`src/rtl/adder_issue_controller_pkg.sv`:
```
// Shared definitions for the adder issue controller: state encoding,
// default operand width and the settle counter width.
package adder_issue_controller_pkg;

  // Controller states; the fourth encoding is unused and recovers to IDLE.
  typedef enum logic [1:0] {
    ST_IDLE   = 2'd0,
    ST_SETTLE = 2'd1,
    ST_HOLD   = 2'd2
  } state_e;

  // Default operand/sum width, matching the 64-bit ripple-carry adder.
  localparam int DEF_WIDTH = 64;

  // The settle counter is 8 bits wide, so SETTLE_CYCLES may be 1..255.
  localparam int CNT_W = 8;

endpackage

```
`src/rtl/adder_issue_controller_settle_counter.sv`:
```
// Load / decrement down-counter with a zero flag. It times how long the
// operands sit on the adder inputs before the sum is sampled.
module adder_issue_controller_settle_counter
  import adder_issue_controller_pkg::*;
#(
  parameter int CW = CNT_W
) (
  input  logic          clk,
  input  logic          rst,
  input  logic          load,
  input  logic [CW-1:0] load_val,
  input  logic          dec,
  output logic [CW-1:0] cnt,
  output logic          zero
);

  logic [CW-1:0] cnt_q;
  logic [CW-1:0] cnt_d;

  // Next count: a load wins over a decrement, and the count never wraps below zero.
  always_comb begin
    cnt_d = cnt_q;
    if (load) begin
      cnt_d = load_val;
    end else if (dec && (cnt_q != '0)) begin
      cnt_d = cnt_q - CW'(1);
    end
  end

  // Counter register, cleared by reset.
  always_ff @(posedge clk) begin
    if (rst) begin
      cnt_q <= '0;
    end else begin
      cnt_q <= cnt_d;
    end
  end

  assign cnt  = cnt_q;
  assign zero = (cnt_q == '0);

endmodule

```
`src/rtl/adder_issue_controller.sv`:
```
// Sequential front-end for the combinational ripple-carry adder. It latches
// an operand pair and holds it on the adder for SETTLE_CYCLES edges. It then
// registers the sum, plus carry-out and signed overflow rebuilt from the MSBs,
// and holds the result until the consumer takes it.
module adder_issue_controller
  import adder_issue_controller_pkg::*;
#(
  parameter int WIDTH         = DEF_WIDTH,
  parameter int SETTLE_CYCLES = 4
) (
  input  logic             CLK,
  input  logic             RST,
  input  logic             IN_VALID,
  output logic             IN_READY,
  input  logic [WIDTH-1:0] IN_A,
  input  logic [WIDTH-1:0] IN_B,
  output logic [WIDTH-1:0] ADD_A,
  output logic [WIDTH-1:0] ADD_B,
  input  logic [WIDTH-1:0] ADD_SUM,
  output logic             OUT_VALID,
  input  logic             OUT_READY,
  output logic [WIDTH-1:0] OUT_SUM,
  output logic             OUT_COUT,
  output logic             OUT_OVF,
  output logic             BUSY
);

  // The counter reloads with SETTLE_CYCLES-1 so that capture lands exactly
  // SETTLE_CYCLES edges after the accepting edge.
  localparam logic [CNT_W-1:0] RELOAD = CNT_W'(SETTLE_CYCLES - 1);

  // Carry-out of the MSB, inferred from the operand MSBs and the sum MSB.
  function automatic logic calc_cout(input logic a, input logic b, input logic s);
    return (a & b) | ((a ^ b) & ~s);
  endfunction

  // Signed overflow: the operands share a sign and the sum has the other one.
  function automatic logic calc_ovf(input logic a, input logic b, input logic s);
    return (a == b) && (s != a);
  endfunction

  state_e state_q, state_d;

  logic [WIDTH-1:0] add_a_q, add_a_d;
  logic [WIDTH-1:0] add_b_q, add_b_d;
  logic [WIDTH-1:0] out_sum_q, out_sum_d;
  logic             out_cout_q, out_cout_d;
  logic             out_ovf_q, out_ovf_d;
  logic             out_valid_q, out_valid_d;

  logic             in_ready;
  logic             busy;
  logic             accept;
  logic             capture;
  logic             consume;
  logic             cnt_dec;
  logic [CNT_W-1:0] cnt;
  logic             cnt_zero;

  adder_issue_controller_settle_counter #(
    .CW(CNT_W)
  ) u_settle_counter (
    .clk      (CLK),
    .rst      (RST),
    .load     (accept),
    .load_val (RELOAD),
    .dec      (cnt_dec),
    .cnt      (cnt),
    .zero     (cnt_zero)
  );

  // State register.
  always_ff @(posedge CLK) begin
    if (RST) begin
      state_q <= ST_IDLE;
    end else begin
      state_q <= state_d;
    end
  end

  // Next state: settle until the counter hits zero, then hold until consumed.
  always_comb begin
    state_d = state_q;
    unique case (state_q)
      ST_IDLE: begin
        if (IN_VALID) state_d = ST_SETTLE;
      end
      ST_SETTLE: begin
        if (cnt_zero) state_d = ST_HOLD;
      end
      ST_HOLD: begin
        if (OUT_READY) state_d = IN_VALID ? ST_SETTLE : ST_IDLE;
      end
      default: state_d = ST_IDLE;
    endcase
  end

  // State-decoded controls. In HOLD, ready follows OUT_READY so that a new pair
  // can be taken on the same edge the old result leaves.
  always_comb begin
    in_ready = 1'b0;
    busy     = 1'b0;
    capture  = 1'b0;
    consume  = 1'b0;
    cnt_dec  = 1'b0;
    unique case (state_q)
      ST_IDLE: begin
        in_ready = 1'b1;
      end
      ST_SETTLE: begin
        busy    = 1'b1;
        capture = cnt_zero;
        cnt_dec = ~cnt_zero;
      end
      ST_HOLD: begin
        busy     = 1'b1;
        in_ready = OUT_READY;
        consume  = OUT_READY;
      end
      default: begin
        in_ready = 1'b0;
      end
    endcase
    accept = IN_VALID & in_ready;
  end

  // Operand and result next values. The operands move only on an accept, and
  // the result moves only on a capture. A consumed result keeps its value on
  // the outputs, and only OUT_VALID falls.
  always_comb begin
    add_a_d     = add_a_q;
    add_b_d     = add_b_q;
    out_sum_d   = out_sum_q;
    out_cout_d  = out_cout_q;
    out_ovf_d   = out_ovf_q;
    out_valid_d = out_valid_q;
    if (accept) begin
      add_a_d = IN_A;
      add_b_d = IN_B;
    end
    if (capture) begin
      out_sum_d   = ADD_SUM;
      out_cout_d  = calc_cout(add_a_q[WIDTH-1], add_b_q[WIDTH-1], ADD_SUM[WIDTH-1]);
      out_ovf_d   = calc_ovf(add_a_q[WIDTH-1], add_b_q[WIDTH-1], ADD_SUM[WIDTH-1]);
      out_valid_d = 1'b1;
    end else if (consume) begin
      out_valid_d = 1'b0;
    end
  end

  // Operand and result registers. Reset clears them, and a result still in flight is dropped.
  always_ff @(posedge CLK) begin
    if (RST) begin
      add_a_q     <= '0;
      add_b_q     <= '0;
      out_sum_q   <= '0;
      out_cout_q  <= 1'b0;
      out_ovf_q   <= 1'b0;
      out_valid_q <= 1'b0;
    end else begin
      add_a_q     <= add_a_d;
      add_b_q     <= add_b_d;
      out_sum_q   <= out_sum_d;
      out_cout_q  <= out_cout_d;
      out_ovf_q   <= out_ovf_d;
      out_valid_q <= out_valid_d;
    end
  end

  assign IN_READY  = in_ready;
  assign BUSY      = busy;
  assign ADD_A     = add_a_q;
  assign ADD_B     = add_b_q;
  assign OUT_SUM   = out_sum_q;
  assign OUT_COUT  = out_cout_q;
  assign OUT_OVF   = out_ovf_q;
  assign OUT_VALID = out_valid_q;

endmodule

```
`config.mk`:
```
export PLATFORM = sky130hd
export DESIGN_NAME = adder_issue_controller
export DESIGN_NICKNAME = d
export VERILOG_FILES = /design/src/rtl/adder_issue_controller_pkg.sv /design/src/rtl/adder_issue_controller_settle_counter.sv /design/src/rtl/adder_issue_controller.sv
export SDC_FILE = /design/constraint.sdc
export NUM_CORES = 1
export LEC_CHECK = 0
export ABC_AREA = 1
export CAP_MARGIN = 20
export CORE_ASPECT_RATIO = 0.8
export CORE_MARGIN = 2
export CORE_UTILIZATION = 25
export DETAILED_ROUTE_END_ITERATION = 16
export PLACE_DENSITY = 0.64
export SYNTH_ARGS = -nofsm -noshare
export SYNTH_HDL_FRONTEND = slang
export SYNTH_SLANG_ARGS = --single-unit
```
`constraint.sdc`:
```
create_clock -name CLK -period 1.8 [get_ports CLK]
set_input_delay 0.36 -clock CLK [delete_from_list [all_inputs] [get_ports CLK]]
set_output_delay 0.36 -clock CLK [all_outputs]
set_load 0.02 [all_outputs]
```
======== Word level (Yosys, flattened, before mapping) ========
Cells that the tools add are included.
operators by class
  add/subtract/negate cells ............... 1
  equality and inequality tests ........... 7
  muxes and demuxes ....................... 14
  bitwise operators ....................... 7
  reductions and logical operators ........ 10
operators by type and width
  kind                   number
  $mux W2                5
  $logic_not A8 Y1       1
  $reduce_bool A8 Y1     1
  $sub A8 B1 Y8 const B  1
  $mux W1                7
  $ne A2 B2 Y1 const B   3
  $pmux W2 S3            1
  $reduce_bool A2 Y1     2
  $reduce_or A2 Y1       2
  $and A1 B1 Y1          3
  $reduce_and A3 Y1      1
  $eq A2 B1 Y1 const B   1
  $eq A2 B2 Y1 const B   1
  $logic_and A1 B1 Y1    2
  $logic_not A2 Y1       1
  $not A1 Y1             2
  $pmux W1 S2            1
  $eq A1 B1 Y1           1
  $ne A1 B1 Y1           1
  $or A1 B1 Y1           1
  $xor A1 B1 Y1          1
word-level totals
  bits in registers ....................... 205
  output and inout bits ................... 197
  word-level logic and storage cells ...... 48

======== Logic depth before layout (Yosys ltp) ========
  word-level depth ........................ 6
  gate-level depth with buffers ........... 10

======== Hierarchy ========
A second synthesis with hierarchy kept.
second synthesis, totals
  cell total of the unflattened synthesis .. 989
  area, all modules ....................... 7,579.8 µm²
modules (own cells, without submodules)
  module                                 instances  cells each  area an instance (µm²)  sequential area each (µm²)
  adder_issue_controller                 1          885         6,979.2                 3,943.8
  adder_issue_controller_settle_counter  1          104         600.6                   160.2

======== Worst setup path before layout ========
No wires, ideal clock.
  kind .................................... flip-flop to flip-flop
  from .................................... reg state_q[0]
  to ...................................... reg add_a_q[54] (netlist: ADD_A[54])
  arrival time ............................ 1.603 ns
  required time ........................... 1.736 ns
  setup slack ............................. 0.133 ns
  stages on the path, launching flop included .. 10
  path buffers ............................ 2
  period minus slack after synthesis ...... 1.667 ns
  cell sequence ........................... dfxtp_1 > inv_1 > ha_1 > nand2_1 > nand2_1 > nand2_2 > buf_2 > clkbuf_1 > o21ai_0 > nor2_1
between the ends
  word-level cells in the longest chain between the ends .. 3
  elaborated cells between the ends (all ways) .. 4
  classes of those cells .................. 1 x eq/ne; 1 x mux; 1 x bitwise; 1 x reduce/logical
ends and longest elaborated chain
  item                                                     line                           text
  start: declaration                                       adder_issue_controller.sv:42   state_e state_q, state_d;
  start signal: assignment                                 adder_issue_controller.sv:77   state_q <= state_d;
  $eq A2 B2 Y1 / $logic_not A2 Y1 (equally long branches)  adder_issue_controller.sv:106  unique case (state_q)
  $pmux W1 S2 (*)                                          adder_issue_controller.sv:106
  named net IN_READY                                       adder_issue_controller.sv:14   output logic IN_READY,
  $and A1 B1 Y1 (*)                                        adder_issue_controller.sv:124  accept = IN_VALID & in_ready;
  end signal: assignment                                   adder_issue_controller.sv:154  add_a_q <= '0;
  end signal: assignment                                   adder_issue_controller.sv:161  add_a_q <= add_a_d;
  end: declaration                                         adder_issue_controller.sv:44   logic [WIDTH-1:0] add_a_q, add_a_d;
The timed path passes the listed nets; every way through them passes the cells marked *.
A chain may end at the register's enable or synchronous reset.

======== Worst setup path after layout ========
  from .................................... reg state_q[1]
  to ...................................... out IN_READY
between the ends
  word-level cells in the longest chain between the ends .. 2
  elaborated cells between the ends (all ways) .. 3
  classes of those cells .................. 1 x eq/ne; 1 x mux; 1 x reduce/logical
ends and longest elaborated chain
  item                                                     line
  $eq A2 B2 Y1 / $logic_not A2 Y1 (equally long branches)  adder_issue_controller.sv:106
  $pmux W1 S2 (*)                                          adder_issue_controller.sv:106
  end: declaration                                         adder_issue_controller.sv:14
Mark *: on every way between the ends. The rest lies on a longest branch, timed or not.

==> impl_metrics.yaml <==
global_route:
  antenna_found_initial: 1
  grt_remaining_overflow: 0
  grt_max_degree: 79
  grt_usage: 0.159
  grt_pass1_vias: 7373
  grt_pass1_wl_mm: 40.2
floorplan:
  rows: 56
  die_w_um: 198
  pin_count: 393
  die_area_um2: 31500
  core_area_um2: 29400
  die_h_um: 159
  start_util: 0.255
final_layout:
  nFillCells: 3015
  n_antenna_cell: 0
  ff_latch_area_um2: 4110
  area_growth_pct: 67.8
  layout_common_cells: "383 x nor2_1, 203 x dfxtp_1, 195 x clkdlybuf4s50_1, 195 x dlygate4sd2_1, 161 x o21ai_0"
  nets: 1554
  final_common_cell: "nor2_1"
  multi_input_area_um2: 3020
  final_cells: 1741
  finish.instance_area_um2: 12600
  drive_above_1_share: 0.0858
sta:
  fmax_ghz: 0.579
  tightest_slew_ns: 0.359
  rsz0062_at_grt: "true"
  setup_viol_count_final: 0
  skew_ns: 0.0176
  drv_slew: 0
  slew_headroom: 0.761
  hold_viol_final: 0
  min_period_over_period: 0.960
  finalCriticalPeriod_ns: 1.73
worst_setup_path:
  crit_arrival_ns: 1.37
  cp.required_ns: 1.44
  setup.worst_path.start: "state_q[1]"
  cp-start-kind: "register"
  r2r-start: "u_settle_counter.cnt[1]"
  path_class: "reg2out"
  endpoint_kind: "output pin"
  cp_max_fo: 3
yosys:
  ys_seq_area_frac: 0.546
  syn_avg_cell_area_um2: 7.81
  synth_area_um2: 7510
  synth_warnings: 0
  ys_seq_elements: 205
  yosysUniqueCellTypes: 24
  syn_nets: 1166
  synth_cells: 962
clock_network:
  clock_sinks: 205
  h-tree-depth: 1
  clk_latency_ns: 0.52
  hold_buffers: 0
  cts_tree: "built"
  clock_path_buffers: 3
  clock-root-buffer: "clkbuf_16"
  clk_transition_reported_paths_ns: 0.06
  cts-buffers-inserted: 23
min_path:
  worstHoldPathType: "in2reg"
  hold_start: "IN_B[59]"
routing:
  wl_per_cell_um: 15.1
  dr_total_vias: 7564
  dr.pass1.iters: 4
  drtIter0Drc: 193
  via_per_inst: 4.34
  wirelength_mm: 26.2
  drc: 0
  detail-route-antenna-nets: 0
power:
  power.density_nw_per_um2: 1670
  p_leak_uw: 0.00574
  ir_drop_mv: 0.755
placed_design:
  placed_cells: 1696
  gp_congestion: 0.763
  io_buffers: 392
  post-dp-hpwl_mm: 18.9
  dpl_cell_area_um2: 11900
job:
  cap_viol_max_count: 0
status:
  outcome: "finished clean"
-- worst max-delay path, cell delays in order, from the launching register on --
cell     delay [ns]
dfxtp_2        0.33
buf_6          0.12
ha_4           0.15
nand2_2        0.07
nand2_2        0.06
buf_6          0.13
-- state kept, by name, summed over array words and instances (netlist names) --
register / count
ADD_A: 64
ADD_B: 64
OUT_COUT: 1
OUT_OVF: 1
OUT_SUM: 64
OUT_VALID: 1
state_q: 2
u_settle_counter.cnt: 8
-- cell usage after synthesis --
library cell    n  area, um2
a21boi_0        1       7.51
a21oi_1        11       55.1
buf_12          2       40.0
buf_2          20        100
buf_4           1       7.51
buf_6           5       56.3
buf_8           1       15.0
clkbuf_1       34        128
dfxtp_1       205       4100
ha_1            8        100
inv_1          18       67.6
inv_2           3       11.3
nand2_1        34        128
nand2_2         3       18.8
nand2_4         1       11.3
nand3_1         5       25.0
nand3b_1        3       22.5
nor2_1        383       1440
nor2_2         21        131
nor2_4          2       22.5
nor2_8          1       20.0
o21ai_0       169        846
o21ai_1        30        150
or2_2           1       6.26
-- worst paths after layout --
kind / slack (ns) / depth (start not counted) / endpoint
worst max register to register: 0.11 / 8 / OUT_SUM[5]
worst max-delay path: 0.07 / 5 / IN_READY
worst min register to register: 0.46 / 2 / OUT_COUT
worst min-delay path: 0.46 / 3 / ADD_B[59]
-- power breakdown --
| group | internal [uW] | leakage, uW | switching, uW |
|---|---|---|---|
| Clock | 3230 | 0.000414 | 1890 |
| Combinational | 3520 | 0.00363 | 5490 |
| Sequential | 6090 | 0.00169 | 771 |
| Total | 12800 | 0.00574 | 8160 |
-- cell families after synthesis --
| family | synth area share |
|---|---|
| buf+inv | 0.0566 |
| simple gates | 0.243 |
| compound gates | 0.141 |
| fa+ha+maj | 0.0133 |
| flops | 0.546 |
-- area by class of cell --
class | instances | area share
multi-input combinational | 673 | 0.239
clock buffer | 31 | 0.0544
timing repair buffer | 426 | 0.325
inverter | 21 | 0.00665
sequential | 205 | 0.326
tap | 377 | 0.0374
clock inverter | 8 | 0.0117
-- per-stage QoR --
step	total power (uW)	setup WS (ns)	setup TNS, ns	hold slack (ns)	util
detailed placement	16900	-0.153	-12.11	0.456	0.405
CTS	21100	0.0101	0	0.434	0.426
global route	22500	-0.000186	-0.000186	0.455	0.428
finish	21000	0.0729	0	0.461	0.428
floorplan	12400	0.133	0	0.429	-
global placement	16800	-0.168	-10.65	0.453	0.405
-- timing repair --
item,in CTS,in global routing
setup endpoints to repair,197,64
setup buffers,1,4
resized for setup,210,14
gates cloned,0,1
pin swaps,0,1
-- routing by layer --
layer / part of all wire / up-vias / GRT usage
met2: 0.46 / 303 / 0.278
met1: 0.40 / 3375 / 0.176
met5: 0 / - / 0
met3: 0.12 / 38 / 0.0718
met4: 0.025 / 0 / 0.0390
li1: - / 3848 / -
No activity file was read; power rests on OpenSTA's default activity.
